--- config.mk ---
export PLATFORM = sky130hd
export DESIGN_NAME = v60_bus_arbiter
export DESIGN_NICKNAME = d
export VERILOG_FILES = /design/src/rtl/v60_bus_pkg.sv /design/src/rtl/v60_bus_arbiter.sv
export SDC_FILE = /design/constraint.sdc
export NUM_CORES = 1
export LEC_CHECK = 0
export CAP_MARGIN = 20
export CORE_MARGIN = 4
export CORE_UTILIZATION = 30
export DETAILED_ROUTE_END_ITERATION = 8
export GPL_ROUTABILITY_DRIVEN = 0
export GPL_TIMING_DRIVEN = 0
export SETUP_SLACK_MARGIN = 0.4
export SYNTH_ARGS = -nofsm -noshare
export SYNTH_HDL_FRONTEND = slang
export SYNTH_SLANG_ARGS = --single-unit
--- constraint.sdc ---
create_clock -name clk -period 2.2 [get_ports clk]
set_input_delay 0.44 -clock clk [delete_from_list [all_inputs] [get_ports clk]]
set_output_delay 0.44 -clock clk [all_outputs]
set_load 0.005 [all_outputs]
--- src/rtl/v60_bus_pkg.sv ---
// Shared V60 bus definitions: address/data widths, access size encoding and
// the arbiter state encoding used by every bus master on the CPU port.
package v60_bus_pkg;

  localparam int ADDR_WIDTH = 32;
  localparam int DATA_WIDTH = 32;

  typedef enum logic [1:0] {
    SIZE_BYTE = 2'b00,
    SIZE_HALF = 2'b01,
    SIZE_WORD = 2'b10
  } bus_size_t;

  typedef enum logic [1:0] {
    ARB_IDLE  = 2'b00,
    ARB_ISSUE = 2'b01,
    ARB_BUSY  = 2'b10,
    ARB_DONE  = 2'b11
  } arb_state_t;

endpackage

--- src/rtl/v60_bus_arbiter.sv ---
// Arbitrates ifetch and data requesters onto one memory port; request to ack is
// 5 cycles plus memory wait cycles; requesters hold req until ack.
module v60_bus_arbiter
  import v60_bus_pkg::*;
#(
  parameter int MAX_DATA_BURST = 4
) (
  input  logic                  clk,
  input  logic                  rst_n,
  input  logic                  i_req,
  input  logic [1:0]            i_size,
  input  logic [ADDR_WIDTH-1:0] i_addr,
  output logic [DATA_WIDTH-1:0] i_rdata,
  output logic                  i_ack,
  input  logic                  d_req,
  input  logic                  d_wr,
  input  logic                  d_lock,
  input  logic [1:0]            d_size,
  input  logic [ADDR_WIDTH-1:0] d_addr,
  input  logic [DATA_WIDTH-1:0] d_wdata,
  output logic [DATA_WIDTH-1:0] d_rdata,
  output logic                  d_ack,
  output logic                  mem_req,
  output logic                  mem_wr,
  output logic [1:0]            mem_size,
  output logic [ADDR_WIDTH-1:0] mem_addr,
  output logic [DATA_WIDTH-1:0] mem_wdata,
  input  logic [DATA_WIDTH-1:0] mem_rdata,
  input  logic                  mem_ready,
  output logic                  bus_owner,
  output logic                  bus_busy
);

  localparam int CW = $clog2(MAX_DATA_BURST + 1);
  localparam logic [CW-1:0] STARVE_MAX = CW'(MAX_DATA_BURST);

  arb_state_t            state;
  logic [CW-1:0]         starve_cnt;
  logic                  lock_flag;
  logic                  owner;
  logic                  lat_wr;
  logic                  lat_lock;
  bus_size_t             lat_size;
  logic [ADDR_WIDTH-1:0] lat_addr;
  logic [DATA_WIDTH-1:0] lat_wdata;
  logic                  grant_d;
  logic                  grant_i;

  // A locked sequence shuts ifetch out entirely, even past the starvation limit.
  always_comb begin
    grant_d = 1'b0;
    grant_i = 1'b0;
    if (state == ARB_IDLE && mem_ready) begin
      if (lock_flag) begin
        grant_d = d_req;
      end else if (d_req && !(i_req && starve_cnt == STARVE_MAX)) begin
        grant_d = 1'b1;
      end else begin
        grant_i = i_req;
      end
    end
  end

  always_ff @(posedge clk or negedge rst_n) begin
    if (!rst_n) begin
      state      <= ARB_IDLE;
      starve_cnt <= '0;
      lock_flag  <= 1'b0;
      owner      <= 1'b0;
      lat_wr     <= 1'b0;
      lat_lock   <= 1'b0;
      lat_size   <= SIZE_BYTE;
      lat_addr   <= '0;
      lat_wdata  <= '0;
      mem_req    <= 1'b0;
      i_ack      <= 1'b0;
      d_ack      <= 1'b0;
      i_rdata    <= '0;
      d_rdata    <= '0;
    end else begin
      mem_req <= 1'b0;
      i_ack   <= 1'b0;
      d_ack   <= 1'b0;
      unique case (state)
        ARB_IDLE: begin
          if (grant_d) begin
            owner     <= 1'b1;
            lat_wr    <= d_wr;
            lat_lock  <= d_lock;
            lat_size  <= bus_size_t'(d_size);
            lat_addr  <= d_addr;
            lat_wdata <= d_wdata;
            mem_req   <= 1'b1;
            state     <= ARB_ISSUE;
            if (!i_req) begin
              starve_cnt <= '0;
            end else if (starve_cnt != STARVE_MAX) begin
              starve_cnt <= starve_cnt + CW'(1);
            end
          end else if (grant_i) begin
            owner      <= 1'b0;
            lat_wr     <= 1'b0;
            lat_lock   <= 1'b0;
            lat_size   <= bus_size_t'(i_size);
            lat_addr   <= i_addr;
            lat_wdata  <= '0;
            mem_req    <= 1'b1;
            state      <= ARB_ISSUE;
            starve_cnt <= '0;
          end
        end
        ARB_ISSUE: begin
          state <= ARB_BUSY;
        end
        ARB_BUSY: begin
          if (mem_ready) begin
            if (owner) begin
              d_rdata <= mem_rdata;
              d_ack   <= 1'b1;
            end else begin
              i_rdata <= mem_rdata;
              i_ack   <= 1'b1;
            end
            state <= ARB_DONE;
          end
        end
        ARB_DONE: begin
          // Lock state follows the lock bit of the data transaction just finished.
          if (owner) begin
            lock_flag <= lat_lock;
          end
          state <= ARB_IDLE;
        end
        default: state <= ARB_IDLE;
      endcase
    end
  end

  assign mem_wr    = lat_wr;
  assign mem_size  = lat_size;
  assign mem_addr  = lat_addr;
  assign mem_wdata = lat_wdata;
  assign bus_owner = owner;
  assign bus_busy  = (state != ARB_IDLE);

endmodule

# ---- After elaboration in Yosys (flattened, before gate mapping)
# Cells that the tools add are included.
dict set report word_totals {
  register_bits 142
  latchBits 0
  mem_bits_rw 0
  mem_bits_ro 0
  in_bits 139
  output_inout_bits 136
  word_cells 70
  n_memories 0
}
dict set report classes {
  n_addsub 1
  mul 0
  div_mod_pow 0
  n_lt_le_gt_ge 0
  n_eq_ne 8
  shift 0
  muxes 33
  bitwise_logic 1
  n_reduce_logical 13
}
# cell n
set ops {}
lappend ops {{$mux 32} 4}
lappend ops {{$mux 1} 19}
lappend ops {{$mux 3} 4}
lappend ops {{$mux 2} 5}
lappend ops {{$reduce_and 3->1} 3}
lappend ops {{$pmux 2 s4} 1}
lappend ops {{$ne 3x3->1 const B} 2}
lappend ops {{$reduce_and 2->1} 3}
lappend ops {{$eq 2x2->1 const B} 2}
lappend ops {{$reduce_bool 2->1} 2}
lappend ops {{$add 3x1->3 const B} 1}
lappend ops {{$eq 3x3->1 const B} 1}
lappend ops {{$logic_and 1x1->1} 3}
lappend ops {{$ne 3x2->1 const B} 1}
lappend ops {{$eq 2x1->1 const B} 1}
lappend ops {{$logic_not 2->1} 1}
lappend ops {{$ne 2x2->1 const B} 1}
lappend ops {{$logic_not 1->1} 1}
lappend ops {{$not 1->1} 1}

# ---- Logic depth before layout (Yosys ltp)
dict set report depth {
  word_depth 10
  mapped_depth 7
  mapped_depth_nobuf 6
}

# ---- Least setup slack after synthesis
# No wires, ideal clock.
dict set report synth_path {
  path_type {flip-flop to flip-flop}
  from {register state[0]}
  to {register lat_wdata[21] (netlist: mem_wdata[21])}
  setup_time_ps 65
  arrival_ps 1523
  required_time_ps 2135
  path_slack_ps 611
  path_stages_with_launch 8
  n_path_buf 2
  period_less_slack_ps 1589
  path_cell_list {dfrtp_1 > inv_1 > ha_1 > nand2_1 > nor3b_2 > buf_4 > buf_4 > a22o_1}
}
dict set report synth_between {
  elab_chain_len 5
  elab_cells_between_ends 7
  cone_classes {3 x mux; 4 x reduce/logical}
}
# item line_no
set synth_rtl {}
lappend synth_rtl {{start, declared} v60_bus_arbiter.sv:37} ;# arb_state_t state;
lappend synth_rtl {{start signal, assigned} v60_bus_arbiter.sv:66} ;# state <= ARB_IDLE;
lappend synth_rtl {{start signal, assigned} v60_bus_arbiter.sv:94} ;# state <= ARB_ISSUE;
lappend synth_rtl {{start signal, assigned} v60_bus_arbiter.sv:108} ;# state <= ARB_ISSUE;
lappend synth_rtl {{$logic_not 2->1 *} {v60_bus_arbiter.sv:53, v60_bus_arbiter.sv:84}}
lappend synth_rtl {{$logic_and 1x1->1} v60_bus_arbiter.sv:53} ;# if (state == ARB_IDLE && mem_ready) begin
lappend synth_rtl {{$mux 1} v60_bus_arbiter.sv:53}
lappend synth_rtl {{$reduce_bool 2->1 (no line)} n/a}
lappend synth_rtl {{$reduce_and 2->1 (no line)} n/a}
lappend synth_rtl {{end signal, assigned} v60_bus_arbiter.sv:92} ;# lat_wdata <= d_wdata;
lappend synth_rtl {{end, declared} v60_bus_arbiter.sv:45} ;# logic [DATA_WIDTH-1:0] lat_wdata;
# Every way passes the cells marked *; elsewhere a longest branch is shown, timed or not.
# A chain may end at the register's enable or synchronous reset.

# ---- Worst setup path after layout
dict set report layout_path {
  from {register state[1]}
  to {register lat_addr[15] (netlist: mem_addr[15])}
}
dict set report layout_between {
  elab_chain_len 5
  elab_cells_between_ends 7
  cone_classes {3 x mux; 4 x reduce/logical}
}
# item line_no
set layout_rtl {}
lappend layout_rtl {{$logic_not 2->1 *} {v60_bus_arbiter.sv:53, v60_bus_arbiter.sv:84}}
lappend layout_rtl {{$logic_and 1x1->1} v60_bus_arbiter.sv:53}
lappend layout_rtl {{$mux 1} v60_bus_arbiter.sv:53}
lappend layout_rtl {{$reduce_bool 2->1 (no line)} n/a}
lappend layout_rtl {{$reduce_and 2->1 (no line)} n/a}
lappend layout_rtl {{end signal, assigned} v60_bus_arbiter.sv:91} ;# lat_addr <= d_addr;
lappend layout_rtl {{end signal, assigned} v60_bus_arbiter.sv:105} ;# lat_addr <= i_addr;
lappend layout_rtl {{end, declared} v60_bus_arbiter.sv:44} ;# logic [ADDR_WIDTH-1:0] lat_addr;
# Marked as above.

==> impl_metrics.env <==
export IMPL_finalHoldViolCount=2
export IMPL_crit_arrival_ns=2.08
export IMPL_ys_seq_elements=142
export IMPL_dr_wl_met2_um=8720
export IMPL_crit_cells=9
export IMPL_synth_top_family_by_area="simple AND/OR/NAND/NOR gates"
export IMPL_drt_vias_per_instance=4.63
export IMPL_yosys_mux_area_fraction_pct=6.81
export IMPL_cp_cell_sequence="inv_2 > ha_4 > buf_4 > nand2_1 > nor3b_4 > buf_4 > buf_4 > nand2_1 > a31oi_1"
export IMPL_core_um2=18200
export IMPL_worstReg2RegEnd="mem_addr[15]$_DFFE_PN0P_"
export IMPL_setup_viol=0
export IMPL_ys_seq_area_share_pct=63.2
export IMPL_pre_cts_slack_ns=-0.0513
export IMPL_maxCapViolCount=0
export IMPL_final_common_cell="clkdlybuf4s50_1"
export IMPL_slowest_delay_ns=0.41
export IMPL_cp_start_kind="flop"
export IMPL_dpl_cell_area_um2=8670
export IMPL_seqPwrFrac_pct=35.2
export IMPL_endpoint_kind="flop"
export IMPL_synth_nets=660
export IMPL_p_int_mw=9.07
export IMPL_clk_pin_slew_ns=0.06
export IMPL_fp_dieW_um=145
export IMPL_nets=965
export IMPL_cp_startpoint="state[1]$_DFFE_PN0P_"
export IMPL_dr_total_vias=4918
export IMPL_grt_first_pass_wirelength_um=28800
export IMPL_netlist_instances=515
export IMPL_max_freq_mhz=571
export IMPL_reg2reg_slack_ns=0.45
export IMPL_crit_fanout=10
export IMPL_hold_buffers=0
export IMPL_top_layer="met4"
export IMPL_r2r_start="state[1]$_DFFE_PN0P_"
export IMPL_clkLatencyLatePin_ns=0.42
export IMPL_min_path_type="in2async"
export IMPL_area_growth_pct=68.6
export IMPL_cp_buffers_inverters=4
export IMPL_cts_root_buffer="clkbuf_16"
export IMPL_p_leak_nw=4.27
export IMPL_p_clk_share_pct=24.6
export IMPL_port_buffers=273
export IMPL_crit_top_cell="buf_4"
export IMPL_finalSetupTns_ns=0
export IMPL_ioPinCount=275
export IMPL_m1WireLength_um=7380
export IMPL_dr_pass1_iters=6
export IMPL_insertedDiodeCount=0
export IMPL_gr_total_overflow=0
export IMPL_antenna_found_initial=0
export IMPL_grt_usage_pct=16.9
export IMPL_synth_compound_area_share_pct=10.3
export IMPL_design_area_um2=9480
export IMPL_numCtsBuffers=17
export IMPL_layout_min_cycle_time_ns=1.75
export IMPL_synth_area_top_cells="dfrtp_1 63%, nand2_1 11%, mux2_2 6.8%, a22o_1 5.3%, a31oi_1 3.9%"
export IMPL_grt_max_degree=84
export IMPL_cts_sinks=142
export IMPL_switching_share_pct=29.0
export IMPL_pwr_share_comb_pct=40.2
export IMPL_drc=0
export IMPL_synthAdderAreaFrac_pct=1.34
export IMPL_final_cells=1062
export IMPL_status="finished with violations"
export IMPL_h_tree_depth=4
export IMPL_drive_above_1_share_pct=14.2
export IMPL_start_util_pct=30.9
export IMPL_numPlacedInstances=1018
export IMPL_skew_ns=0.00908
export IMPL_dieArea_um2=21000
export IMPL_fin_hold_ws_ns=-0.00748
export IMPL_grt_setup_unrepaired="yes"
export IMPL_crit_slowest_cell="dfrtp_1"
export IMPL_tightest_slew_ns=0.578
export IMPL_ir_drop_mv=0.628
export IMPL_synth_simple_area_share_pct=15.2
export IMPL_wl_per_cell_um=16.7
export IMPL_drt_iter0_drc=181
export IMPL_synth_top_area_share_pct=63.2
export IMPL_cp_data_required_time_ns=2.53
export IMPL_clk_path_buf_depth=2
export IMPL_dr_wl_met3_um=1290
export IMPL_routed_wl_um=17700
export IMPL_yosys_warnings=0
export IMPL_crit_path_end="mem_addr[15]$_DFFE_PN0P_"
export IMPL_r2r_worst_path_cells=9
export IMPL_layout_common_cells="268 x clkdlybuf4s50_1, 171 x nand2_1, 142 x dfrtp_1"
export IMPL_crit_family="buffers and inverters"
export IMPL_power_total_mw=12.8
export IMPL_synth_largest_area_cell="dfrtp_1"
export IMPL_ys_types=29
export IMPL_hpwlAfterDp_um=13300
export IMPL_ant_nets=0
export IMPL_syn_area_um2=5620
export IMPL_synth_xor_area_share_pct=0
export IMPL_path_class="reg2reg"
export IMPL_period_share_pct=79.5
export IMPL_relSlewSlack_pct=61.5
export IMPL_cts_tree="done"
export IMPL_setup_ws_ns=0.450
export IMPL_p_per_area_nw_per_um2=1350
export IMPL_violations="hold timing"
export IMPL_num_rows=49
export IMPL_fillerInstances=1617
export IMPL_fp_dieH_um=145
export IMPL_p_sw_mw=3.70
export IMPL_grt_pass1_vias=5289
export IMPL_syn_avg_cell_area_um2=10.9
export IMPL_final_max_slew_viol_count=0
-- power by group through the flow --
stage          Clock, mW  Sequential [mW]  Combinational, mW
2_1_floorplan          0             4.55               1.71
3_3_place_gp           0             4.49               4.89
3_5_place_dp           0             4.54               4.99
4_1_cts             3.22             4.51               5.18
5_1_grt             3.35             4.66               5.59
6_report            3.14             4.50               5.13
-- state kept, by name, summed over array words and instances (netlist names) --
register and cells:
bus_owner 1, mem_wdata 32, lock_flag 1, starve_cnt 3, mem_size 2, mem_req 1
i_rdata 32, d_ack 1, i_ack 1, state 2, mem_addr 32, d_rdata 32
mem_wr 1, lat_lock 1
-- logic make-up after synthesis --
group	count (synthesis)
simple gates	215
mux	34
fa+ha+maj	6
flops	142
buf+inv	39
compound gates	79
-- routing by layer --
| layer | GRT usage (%) | vias to the layer above |
|---|---|---|
| met5 | 0 | - |
| met4 | 5.56 | 0 |
| met3 | 5.89 | 23 |
| met2 | 28.1 | 201 |
| met1 | 20.7 | 2338 |
| li1 | - | 2356 |
-- worst min path at each step --
stage                             from                       end  slack, ns  cells after the start
2_1_floorplan                    rst_n     bus_owner$_DFFE_PN0P_       0.14                      0
3_3_place_gp   i_rdata[20]$_DFFE_PN0P_   i_rdata[20]$_DFFE_PN0P_       0.46                      2
3_5_place_dp                     rst_n  mem_addr[24]$_DFFE_PN0P_       0.46                      1
4_1_cts                          rst_n  mem_addr[24]$_DFFE_PN0P_       0.01                      1
5_1_grt                          rst_n  mem_addr[24]$_DFFE_PN0P_       0.03                      1
6_report                         rst_n  mem_addr[24]$_DFFE_PN0P_     -0.007                      1
-- per-stage QoR --
step	hold WS (ns)	utilization, %
6_report	-0.00748	52.1
5_1_grt	0.0294	52.1
4_1_cts	0.0102	51.8
3_5_place_dp	0.464	47.6
3_3_place_gp	0.460	47.5
2_1_floorplan	0.144	-
-- cells in the mapped netlist --
| library cell | number |
|---|---|
| ha_1 | 6 |
| nand4b_1 | 1 |
| nand3_1 | 1 |
| a22o_1 | 34 |
| dfrtp_1 | 142 |
| a2bb2oi_1 | 1 |
| buf_4 | 2 |
| clkbuf_1 | 8 |
| o211ai_1 | 1 |
| nand3_2 | 1 |
| mux2_2 | 34 |
| or2_2 | 1 |
| and4_1 | 1 |
| inv_1 | 8 |
| a31oi_1 | 35 |
| nand2b_1 | 1 |
| nand2_1 | 171 |
| nor3b_2 | 1 |
| o21ai_0 | 2 |
| nor2_1 | 34 |
| nand3b_1 | 1 |
| nand4_2 | 1 |
| nand4_1 | 1 |
| buf_1 | 1 |
| a21oi_1 | 4 |
| a32o_1 | 1 |
| buf_2 | 19 |
| o21bai_1 | 1 |
| inv_2 | 1 |
-- final cells by class --
class	instances	area, µm²	share of cell area (%)
flip-flops and latches	142	3550	37.5
repair buffers	286	2850	30.1
multi-input cells	334	1930	20.4
clock buffers	17	425	4.49
well taps	229	287	3.02
clock inverters	15	219	2.31
plain buffers	30	178	1.87
inverters	9	36.3	0.383
-- timing repair --
action | 4_1_cts | 5_1_grt
pin swaps | 2 | 0
endpoints found under the setup margin | 101 | 125
gates cloned | 0 | 0
setup buffers | 11 | 1
resized for setup | 16 | 20
Note: power is estimated with default switching activity, not from simulation.
